`src/rtl/timer_pkg.sv`:
```
// ============================================================================
//  Module      : timer_pkg
//  Description : Shared types and timebase constants for the tick timer.
//  Revision    : 1.0 - initial release
// ============================================================================
`default_nettype none

package timer_pkg;

  typedef enum logic {PERIODIC = 1'b0, ONESHOT = 1'b1} timer_mode_e;

  typedef enum logic {IDLE = 1'b0, RUN = 1'b1} timer_state_e;

  localparam int unsigned CLK_HZ     = 125_000_000;
  localparam int unsigned TICKS_10MS = CLK_HZ / 100;
  localparam int unsigned TICKS_1S   = CLK_HZ;

endpackage : timer_pkg

`default_nettype wire

```
`src/rtl/tick_prescaler.sv`:
```
// ============================================================================
//  Module      : tick_prescaler
//  Description : Wrapping divide-by-(div+1) counter; step marks the last cycle
//                of each prescaler period while enabled.
//  Revision    : 1.0 - initial release
// ============================================================================
`default_nettype none

module tick_prescaler #(
  parameter int PRESC_WIDTH = 8
) (
  input  logic                   clk,
  input  logic                   rst,
  input  logic                   clr,
  input  logic                   en,
  input  logic [PRESC_WIDTH-1:0] div,
  output logic                   step
);

  logic [PRESC_WIDTH-1:0] presc_cnt;

  // step is combinational so the owning counter advances on the same edge
  // the prescaler wraps; with div = 0 it is high on every enabled cycle.
  assign step = en && (presc_cnt == div);

  // Prescaler counter: cleared on (re)start/stop, counts 0..div while enabled.
  always_ff @(posedge clk) begin
    if (rst || clr) begin
      presc_cnt <= '0;
    end else if (en) begin
      if (step) presc_cnt <= '0;
      else      presc_cnt <= presc_cnt + 1'b1;
    end
  end

endmodule : tick_prescaler

`default_nettype wire

```
`src/rtl/tick_timer.sv`:
```
// ============================================================================
//  Module      : tick_timer
//  Description : Programmable periodic / one-shot timebase with prescaler,
//                start/stop control, latched settings and a one-cycle done
//                pulse at every period boundary.
//  Revision    : 1.0 - initial release
// ============================================================================
`default_nettype none

module tick_timer
  import timer_pkg::*;
#(
  parameter int WIDTH       = 32,
  parameter int PRESC_WIDTH = 8
) (
  input  logic                   clk,
  input  logic                   rst,
  input  logic                   start,
  input  logic                   stop,
  input  logic                   mode,
  input  logic [WIDTH-1:0]       count_lim,
  input  logic [PRESC_WIDTH-1:0] presc_div,
  output logic [WIDTH-1:0]       count,
  output logic                   done,
  output logic                   busy
);

  localparam logic [WIDTH-1:0] ONE = {{(WIDTH-1){1'b0}}, 1'b1};

  timer_state_e           state, state_n;
  timer_mode_e            mode_q;
  logic [WIDTH-1:0]       lim_q;
  logic [PRESC_WIDTH-1:0] div_q;
  logic [WIDTH-1:0]       count_n;
  logic                   done_n;
  logic                   latch;
  logic                   presc_clr;
  logic                   step;

  tick_prescaler #(
    .PRESC_WIDTH (PRESC_WIDTH)
  ) u_presc (
    .clk  (clk),
    .rst  (rst),
    .clr  (presc_clr),
    .en   (state == RUN),
    .div  (div_q),
    .step (step)
  );

  // Next-state logic: stop beats start, start beats counting, so an aborted
  // or restarted period never produces a done even on a boundary edge.
  always_comb begin
    state_n   = state;
    count_n   = count;
    done_n    = 1'b0;
    latch     = 1'b0;
    presc_clr = 1'b0;
    if (stop) begin
      if (state == RUN) begin
        state_n   = IDLE;
        count_n   = '0;
        presc_clr = 1'b1;
      end
    end else if (start && (count_lim != '0)) begin
      latch     = 1'b1;
      state_n   = RUN;
      count_n   = '0;
      presc_clr = 1'b1;
    end else if ((state == RUN) && step) begin
      if (count == lim_q - ONE) begin
        count_n = '0;
        done_n  = 1'b1;
        if (mode_q == ONESHOT) state_n = IDLE;
      end else begin
        count_n = count + ONE;
      end
    end
  end

  // State, count and registered outputs.
  always_ff @(posedge clk) begin
    if (rst) begin
      state <= IDLE;
      count <= '0;
      done  <= 1'b0;
      busy  <= 1'b0;
    end else begin
      state <= state_n;
      count <= count_n;
      done  <= done_n;
      busy  <= (state_n == RUN);
    end
  end

  // Settings are captured only by an accepted start and held until the next.
  always_ff @(posedge clk) begin
    if (rst) begin
      lim_q  <= '0;
      div_q  <= '0;
      mode_q <= PERIODIC;
    end else if (latch) begin
      lim_q  <= count_lim;
      div_q  <= presc_div;
      mode_q <= timer_mode_e'(mode);
    end
  end

endmodule : tick_timer

`default_nettype wire

```
`config.mk`:
```
export PLATFORM = sky130hd
export DESIGN_NAME = tick_timer
export DESIGN_NICKNAME = d
export VERILOG_FILES = /design/src/rtl/timer_pkg.sv /design/src/rtl/tick_prescaler.sv /design/src/rtl/tick_timer.sv
export SDC_FILE = /design/constraint.sdc
export NUM_CORES = 1
export LEC_CHECK = 0
export ABC_AREA = 0
export CAP_MARGIN = 30
export CELL_PAD_IN_SITES_DETAIL_PLACEMENT = 1
export CELL_PAD_IN_SITES_GLOBAL_PLACEMENT = 1
export CORE_MARGIN = 10
export CORE_UTILIZATION = 34
export DETAILED_ROUTE_END_ITERATION = 7
export PLACE_DENSITY = 0.72
export SETUP_SLACK_MARGIN = 0.5
export SYNTH_ARGS = -nofsm -noshare
export SYNTH_HDL_FRONTEND = slang
export SYNTH_SLANG_ARGS = --single-unit
```
`constraint.sdc`:
```
create_clock -name clk -period 5.4 [get_ports clk]
set_input_delay 0.81 -clock clk [delete_from_list [all_inputs] [get_ports clk]]
set_output_delay 0.81 -clock clk [all_outputs]
set_load 0.005 [all_outputs]
```
==> results of run 1 <==
-- worst max-delay path, delay by kind of cell --
family / cells / cell delay (ns)
AOI/OAI and AO/OA: 3 / 1.02
buffers and inverters: 2 / 0.81
and+or+nand+nor: 5 / 1.57
-- where the power goes --
part           internal (mW)  leakage [nW]  total [mW]  switching [mW]
Clock                  0.356         0.134       0.612           0.255
Combinational          0.106          1.27       0.248           0.142
Sequential             0.627         0.674       0.651          0.0239
-- worst paths after layout --
check | end | startpoint | cells past startpoint | slack [ns]
setup reg to reg | count[25]$_SDFFE_PP0P_ | lim_q[0]$_SDFFE_PP0P_ | 12 | 1.77
hold / removal | div_q[1]$_SDFFE_PP0P_ | div_q[1]$_SDFFE_PP0P_ | 2 | 0.47
hold reg to reg | div_q[1]$_SDFFE_PP0P_ | div_q[1]$_SDFFE_PP0P_ | 2 | 0.47
setup / recovery | count[25]$_SDFFE_PP0P_ | count_lim[22] | 10 | 1.41
-- per-layer routing --
| layer | GRT usage | vias up | share of wire |
|---|---|---|---|
| met3 | 0.0443 | 18 | 0.060 |
| li1 | - | 2397 | - |
| met4 | 0.0435 | 0 | 0.013 |
| met1 | 0.207 | 2381 | 0.46 |
| met2 | 0.269 | 103 | 0.47 |
| met5 | 0 | - | 0 |
-- sequential cells by signal (all words and copies together), names as in the netlist --
| signal | count |
|---|---|
| count | 32 |
| div_q | 8 |
| done | 1 |
| lim_q | 32 |
| mode_q | 1 |
| state | 1 |
| u_presc.presc_cnt | 8 |
-- through the flow --
step,hold slack [ns],cells,power [mW]
floorplan,0.436,637,0.820
global placement,0.448,864,0.903
finish,0.471,879,1.51
global route,0.501,879,1.58
CTS,0.474,879,1.53
detailed placement,0.462,864,0.912
-- layout by cell type, fill, tap and decap left out, drive strengths merged, types with 7 or more instances in the layout --
cell type        n
nand2          122
dfxtp           83
clkdlybuf4s50   78
a21oi           50
nor2            41
nand3           36
xnor2           30
xor2            26
o31ai           22
nor4            22
nand4           21
a31oi           20
and2            19
o21ai           14
clkbuf           9
or2              9
nor3             9
inv              8
a22oi            7
-- cell type report --
type / count / area (µm²) / share of cell area
Clock inverter: 6 / 66.3 / 0.0109
Tap cell: 180 / 225 / 0.0370
Timing Repair Buffer: 84 / 826 / 0.136
Multi-Input combinational cell: 510 / 3050 / 0.502
Sequential cell: 83 / 1660 / 0.273
Inverter: 7 / 26.3 / 0.00432
Clock buffer: 9 / 225 / 0.0370
-- logic make-up after synthesis --
logic type,count (synthesis),synth area share
flops,83,0.338
buf+inv,44,0.0422
mux,2,0.00407
compound gates,136,0.180
fa+ha+maj,3,0.00763
xor+xnor,56,0.0997
simple gates,313,0.328
==> reports/metrics.cfg, run 1 <==
[drt]
drtIter0Drc = 207
via_count = 4899
avgViaCountPerCell = 5.57
drt-total-wl_mm = 16.4
dr.pass1.iters = 4
ant_nets = 0
drc = 0
wl_per_cell_um = 18.6

[cts]
clockBufferDepth = 2
cts_resized = 0
cts-root-buf = clkbuf_16
clk_pin_slew_ns = 0.06
ctsHtreeMaxLevel = 3
postCtsHoldBufs = 0
post-cts-setup-buffers = 0
cts_buffers = 9
cts_tree = yes
clock-sinks = 83
clk_latency_ns = 0.35

[critical_path]
slowest_stage = nor4_1
arrival_ns = 4.22
cp_max_fo = 32
cp-start-kind = input port
cp_cell_sequence = clkdlybuf4s50_1 > nor4_1 > nand4_1 > o21ai_0 > nor2b_1 > nand2b_1 > a21oi_4 > buf_4 > nand2_4 > o41ai_1
slowest_delay_ns = 0.53
crit_type = input port to register
end_kind = register
crit_required_ns = 5.63

[logic_synthesis]
synth_cells = 637
syn_area_per_cell_um2 = 7.72
synth_most_common_cell = nand2_1
synth_top_cells_by_count = nand2_1, dfxtp_1, a21oi_1, nor2_1, nand3_1
synth_top_area_share = 0.338
ys_ff_latch = 83
syn-num-nets = 685
async_flop_share = 0
syn-cell-area_mm2 = 0.00492
synthFlopType = dfxtp_1
yosysTopAreaCell = dfxtp_1
synth_edf_count = 0
synth_area_leaders = dfxtp_1, nand2_1, xnor2_1
synth-warning-count = 0
ys_seq_area_frac = 0.338
synth_cell_types = 63

[grt]
grt_pass1_wl_mm = 26.9
antenna_found_initial = 0
grt_pass1_vias = 5174
overflow = 0
grtUsageTotal = 0.164
grt_max_degree = 49

[final_layout]
drive_gt1_frac = 0.0629
final_area_mm2 = 0.00608
area_growth_pct = 23.7
antenna_cells = 0
nets = 743
fin_util = 0.433
fillers = 1690

[die]
die_area_mm2 = 0.0197
io_pins = 79
core_mm2 = 0.0140
die_h_um = 140
fp-row-count = 43
initial_core_util = 0.350
fp.dieW_um = 140

[sta]
fin_worst_skew_ns = 0.00819
slew_violations = 0
setup_violations = 0
max_clock_freq_ghz = 0.251
slew_headroom = 0.464
finalHoldViolCount = 0
fin_crit_sh = 0.738
finalWorstSetupSlack_ns = 1.41
rsz0062_at_grt = false
finalCriticalPeriod_ns = 3.99
max_slew.worst_pin.slew_ns = 0.796
tns_ns = 0

[placement]
dp_hpwl_mm = 12.8
dpl_cell_area_mm2 = 0.00579
io_buffers = 78
place_ws_ns = 1.12
gp_congestion = 0.891

[status]
status = finished, final reports clean

[pwr]
max-vdd-ir-drop_mv = 0.144
powerDensity_mw_per_mm2 = 248
leakage_nw = 2.08

[worst_hold_path]
hold_path.class = register to register

[flow_run]
max-cap-violations = 0

(Power assumes the default switching activity.)
==> run 2, diff against run 1 <==
==> constraint.sdc (replaced) <==
create_clock -name clk -period 3.68 [get_ports clk]
set_input_delay 0.552 -clock clk [delete_from_list [all_inputs] [get_ports clk]]
set_output_delay 0.552 -clock clk [all_outputs]
set_load 0.005 [all_outputs]
==> run 2 against run 1 <==
Effect of this change:
- power grew 52%
- global-route usage grew 0.83 points
- largest cell class unchanged
- critical path type is now register to register
- design area grew 5.3%
- routed wire length grew 7.5%
- critical endpoint is now count[13]$_SDFFE_PP0P_
- final cell count grew 2.8%
- clock power grew 50%
==> reports/metrics.cfg, run 2 (same netlist as run 1, synthesis figures left out) <==
[status]
status = finished, final reports clean

[final_layout]
nets = 767  ; +3.2%
drive_gt1_frac = 0.127  ; +0.0641
antenna_cells = 0  ; unchanged
fillers = 1702  ; +0.71%
fin_util = 0.456  ; +0.0229
multi_input_area_mm2 = 0.00317  ; +3.9%
final_cell_mix = nand2_1, clkdlybuf4s50_1, dfxtp_1, a21oi_1, nor2_1
area_growth_pct = 30.2
layout_commonest_cell = nand2_1
seqCellArea_mm2 = 0.00167  ; +0.68%
largestRegisters = count (32), lim_q (32)

[sta]
fin_worst_skew_ns = 0.00696  ; -0.00123 ns
slew_headroom = 0.478  ; +0.0137
slew_violations = 0  ; unchanged
finalHoldViolCount = 0  ; unchanged
finalCriticalPeriod_ns = 3.03
max_clock_freq_ghz = 0.330
fin_crit_sh = 0.824
max_slew.worst_pin.slew_ns = 0.782  ; -0.0140 ns
rsz0062_at_grt = false
tns_ns = 0  ; unchanged
setup_violations = 0  ; unchanged
hold_ws_ns = 0.462  ; -0.00961 ns

[die]
die_area_mm2 = 0.0197  ; unchanged
initial_core_util = 0.350  ; unchanged
fp.dieW_um = 140  ; unchanged
die_h_um = 140  ; unchanged
fp-row-count = 43  ; unchanged
core_mm2 = 0.0140  ; unchanged
io_pins = 79  ; unchanged

[grt]
grt_max_degree = 45  ; -8.2%
grt_pass1_wl_mm = 27.8  ; +3.6%
antenna_found_initial = 0  ; unchanged
grtUsageTotal = 0.173  ; +0.00832
overflow = 0  ; unchanged
grt_pass1_vias = 5227  ; +1.0%

[drt]
wl_per_cell_um = 19.5  ; +4.5%
avgViaCountPerCell = 5.61  ; +0.63%
drtIter0Drc = 273  ; +32%
drt-total-wl_mm = 17.6  ; +7.5%
via_count = 5070  ; +3.5%
dr.pass1.iters = 4  ; unchanged
drc = 0  ; unchanged
ant_nets = 0  ; unchanged

[worst_hold_path]
holdPathStages = 2  ; unchanged
hold_path.class = register to register
hp-start = mode_q$_SDFFE_PP0P_
min_to = mode_q$_SDFFE_PP0P_

[critical_path]
r2r_end = count[13]$_SDFFE_PP0P_
arrival_ns = 3.25  ; -0.97 ns
r2r_start = lim_q[13]$_SDFFE_PP0P_
r2r_slack_ns = 0.65  ; -1.12 ns
end_kind = register
crit_type = register to register
cp_max_fo = 12  ; -63%
crit_required_ns = 3.90  ; -1.73 ns
ff2ff_path_depth = 10  ; -2
cp-start-kind = register

[pwr]
max-vdd-ir-drop_mv = 0.255  ; +77%
leakage_nw = 2.26  ; +8.5%
powerDensity_mw_per_mm2 = 359  ; +44%

[cts]
clock-sinks = 83  ; unchanged
postCtsHoldBufs = 0  ; unchanged
cts_buffers = 9  ; unchanged
clockBufferDepth = 2  ; unchanged
cts-root-buf = clkbuf_16
clk_pin_slew_ns = 0.06  ; about the same
ctsHtreeMaxLevel = 3  ; unchanged
clk_latency_ns = 0.35  ; about the same
cts_tree = yes

[flow_run]
max-cap-violations = 0  ; unchanged

[placement]
io_buffers = 78  ; unchanged
dp_hpwl_mm = 13.3  ; +4.0%
gp_congestion = 0.900  ; +0.94%

[run 2: cell type report]
class / count / area share
multi-input cells: 510 / 0.495
flip-flops and latches: 83 / 0.261
repair buffers: 108 / 0.158
clock buffers: 11 / 0.0363
well taps: 180 / 0.0352
clock inverters: 5 / 0.00977
inverters: 7 / 0.00410
[run 2: per-stage QoR]
step                instances  power (mW)  instance area, µm²  setup WS [ns]
floorplan                 637        1.20                4920          0.729
global placement          878        1.34                5890          0.297
detailed placement        878        1.36                5890          0.186
CTS                       894        2.28                6210          0.510
global route              904        2.40                6400          0.483
finish                    904        2.30                6400          0.648
[run 2: critical path, cell delays in order (launching register included)]
cell       delay (ns)
dfxtp_1          0.42
nor4_4           0.36
a21oi_1          0.11
a2111o_1         0.43
a2111oi_4        0.35
nand4_2          0.16
nor4_4           0.42
a21oi_4          0.13
buf_4            0.22
a31oi_1          0.18
o31ai_1          0.11
[run 2: worst max-delay path by stage]
stage                                      start                      to  slack (ns)  cells past startpoint
after floorplan            count[0]$_SDFFE_PP0P_  count[30]$_SDFFE_PP0P_        0.73                     10
after global placement             count_lim[26]  count[25]$_SDFFE_PP0P_        0.30                      9
after detailed placement           count_lim[26]  count[25]$_SDFFE_PP0P_        0.19                      9
after CTS                  lim_q[7]$_SDFFE_PP0P_  count[17]$_SDFFE_PP0P_        0.51                     10
after global routing      lim_q[13]$_SDFFE_PP0P_   count[8]$_SDFFE_PP0P_        0.48                     10
final                     lim_q[13]$_SDFFE_PP0P_  count[13]$_SDFFE_PP0P_        0.65                     10
[run 2: what timing repair did]
action	4_1_cts	5_1_grt
setup endpoints to repair	27	33
endpoints found under the hold margin	0	0
resized for setup	6	26
gates cloned	0	1
pin swaps	0	6
setup buffers	0	9
[run 2: per-layer routing]
layer | part of all wire | global-route usage
met3 | 0.043 | 0.0372
met2 | 0.49 | 0.291
met4 | 0.026 | 0.0636
met1 | 0.44 | 0.209
met5 | 0 | 0
[run 2: where the power goes]
| part | internal, mW | total [mW] | switching [mW] |
|---|---|---|---|
| logic | 0.189 | 0.421 | 0.232 |
| clock network | 0.530 | 0.920 | 0.390 |
| registers | 0.921 | 0.958 | 0.0369 |
| total | 1.64 | 2.30 | 0.659 |
==> run 3, diff against run 2 <==
==> constraint.sdc (replaced) <==
create_clock -name clk -period 2.94 [get_ports clk]
set_input_delay 0.441 -clock clk [delete_from_list [all_inputs] [get_ports clk]]
set_output_delay 0.441 -clock clk [all_outputs]
set_load 0.005 [all_outputs]
==> run 3 against run 2 <==
Effect of this change:
- core utilization up 6.5 points
- register-to-register slack worse by 0.60 ns
- sequential cell count unchanged
- critical endpoint is now count[22]$_SDFFE_PP0P_
==> reports/metrics.cfg, run 3 (same netlist as run 1, synthesis figures left out) <==
[sta]
setup_violations = 0  ; unchanged
hold_ws_ns = 0.468  ; +0.00567 ns
rsz0062_at_grt = true
slew_headroom = 0.429  ; -0.0486
fin_worst_skew_ns = 0.00736  ; +0.000397 ns
finalCriticalPeriod_ns = 2.89  ; -0.143 ns
max_clock_freq_ghz = 0.346  ; +4.9%
fin_crit_sh = 0.983  ; +0.159
finalWorstSetupSlack_ns = 0.0511  ; -0.597 ns
finalHoldViolCount = 0  ; unchanged
max_slew.worst_pin.slew_ns = 0.855  ; +0.0728 ns
tns_ns = 0  ; unchanged
slew_violations = 0  ; unchanged

[cts]
clockBufferDepth = 2  ; unchanged
ctsHtreeMaxLevel = 3  ; unchanged
cts_buffers = 9  ; unchanged
cts-root-buf = clkbuf_16
clock-sinks = 83  ; unchanged
cts_tree = yes
clk_latency_ns = 0.36  ; about the same
clk_pin_slew_ns = 0.07  ; about the same
postCtsHoldBufs = 0  ; unchanged

[grt]
antenna_found_initial = 0  ; unchanged
grtUsageTotal = 0.184  ; +0.0114
grt_pass1_wl_mm = 29.7  ; +6.6%
grt_max_degree = 45  ; unchanged
overflow = 0  ; unchanged
grt_pass1_vias = 5593  ; +7.0%

[critical_path]
arrival_ns = 3.12  ; -0.13 ns
crit_required_ns = 3.17  ; -0.73 ns
cp_max_fo = 8  ; -4
end_kind = register
crit_type = register to register
cp-start-kind = register

[placement]
io_buffers = 78  ; unchanged
dp_hpwl_mm = 13.8  ; +3.5%
place_ws_ns = -0.121  ; -0.307 ns
gp_congestion = 0.898  ; -0.20%

[final_layout]
drive_gt1_frac = 0.254  ; +0.127
nets = 811  ; +5.7%
antenna_cells = 0  ; unchanged
seqCellArea_mm2 = 0.00169  ; +0.82%
multi_input_area_mm2 = 0.00361  ; +14%
largestRegisters = count (32), lim_q (32)
layout_commonest_cell = nand2_1
area_growth_pct = 48.7
fillers = 1631  ; -4.2%
fin_util = 0.521  ; +0.0646
final_cell_mix = nand2_1, clkdlybuf4s50_1, dfxtp_1, buf_4, a21oi_1

[die]
io_pins = 79  ; unchanged
die_h_um = 140  ; unchanged
core_mm2 = 0.0140  ; unchanged
fp.dieW_um = 140  ; unchanged
die_area_mm2 = 0.0197  ; unchanged
initial_core_util = 0.350  ; unchanged
fp-row-count = 43  ; unchanged

[pwr]
max-vdd-ir-drop_mv = 0.314  ; +23%
leakage_nw = 2.64  ; +17%
powerDensity_mw_per_mm2 = 402  ; +12%

[status]
status = finished, final reports clean

[drt]
ant_nets = 0  ; unchanged
drc = 0  ; unchanged
wl_per_cell_um = 20.4  ; +5.1%
avgViaCountPerCell = 5.59  ; -0.41%
dr.pass1.iters = 4  ; unchanged
via_count = 5295  ; +4.4%
drt-total-wl_mm = 19.4  ; +10%
drtIter0Drc = 291  ; +6.6%

[flow_run]
max-cap-violations = 0  ; unchanged

[worst_hold_path]
hold_path.class = register to register

## run 3: cell count changes in the layout (fill, tap and decap cells not counted), sizes merged
cell,delta
clkdlybuf4s15,-1
clkinv,+1
clkbuf,+3
bufinv,-1
buf,+42
## run 3: area by class of cell
| type | count | area share |
|---|---|---|
| multi-input cells | 510 | 0.494 |
| well taps | 180 | 0.0308 |
| flip-flops and latches | 83 | 0.231 |
| clock inverters | 5 | 0.00514 |
| inverters | 7 | 0.00359 |
| repair buffers | 152 | 0.203 |
| clock buffers | 11 | 0.0332 |
## run 3: where the power goes
part	internal, mW	total (mW)	switching, mW
Combinational	0.311	0.648	0.337
Sequential	1.15	1.19	0.0418
Clock	0.599	1.10	0.502
Total	2.06	2.94	0.881
## run 3: per-stage QoR
step | area (µm²) | total power, mW | cells
floorplan | 5020 | 1.52 | 637
global placement | 6280 | 1.73 | 913
detailed placement | 6280 | 1.74 | 913
CTS | 6870 | 2.89 | 940
global route | 7310 | 3.07 | 948
finish | 7310 | 2.94 | 948
## run 3: path summary, 6_finish.rpt
kind	slack (ns)	cells after the start	startpoint	end
worst max register to register	0.05	13	lim_q[4]$_SDFFE_PP0P_	count[22]$_SDFFE_PP0P_
worst min-delay path	0.47	2	mode_q$_SDFFE_PP0P_	mode_q$_SDFFE_PP0P_
worst max-delay path	0.05	13	lim_q[4]$_SDFFE_PP0P_	count[22]$_SDFFE_PP0P_
worst min register to register	0.47	2	mode_q$_SDFFE_PP0P_	mode_q$_SDFFE_PP0P_
## run 3: repair_timing
item,CTS,global route
setup buffers,9,6
resized for setup,29,73
setup endpoints to repair,34,83
pin swaps,16,19
gates cloned,2,2
endpoints found under the hold margin,0,0
## run 3: critical path, cell delays in order (launching register included)
cell,delay (ns)
dfxtp_4,0.36
buf_6,0.12
nor4_4,0.19
buf_4,0.17
buf_6,0.12
nand3_4,0.12
or3_4,0.35
a22oi_2,0.13
nand4_1,0.15
nor4_4,0.38
a21oi_4,0.18
clkbuf_16,0.22
a31oi_1,0.18
o31ai_1,0.09
## run 3: layer usage
metal	vias up	wire (µm)	GRT usage
met2	116	9600	0.311
met4	0	475	0.0592
li1	2530	-	-
met3	34	900	0.0507
met1	2615	8410	0.220
met5	-	0	0
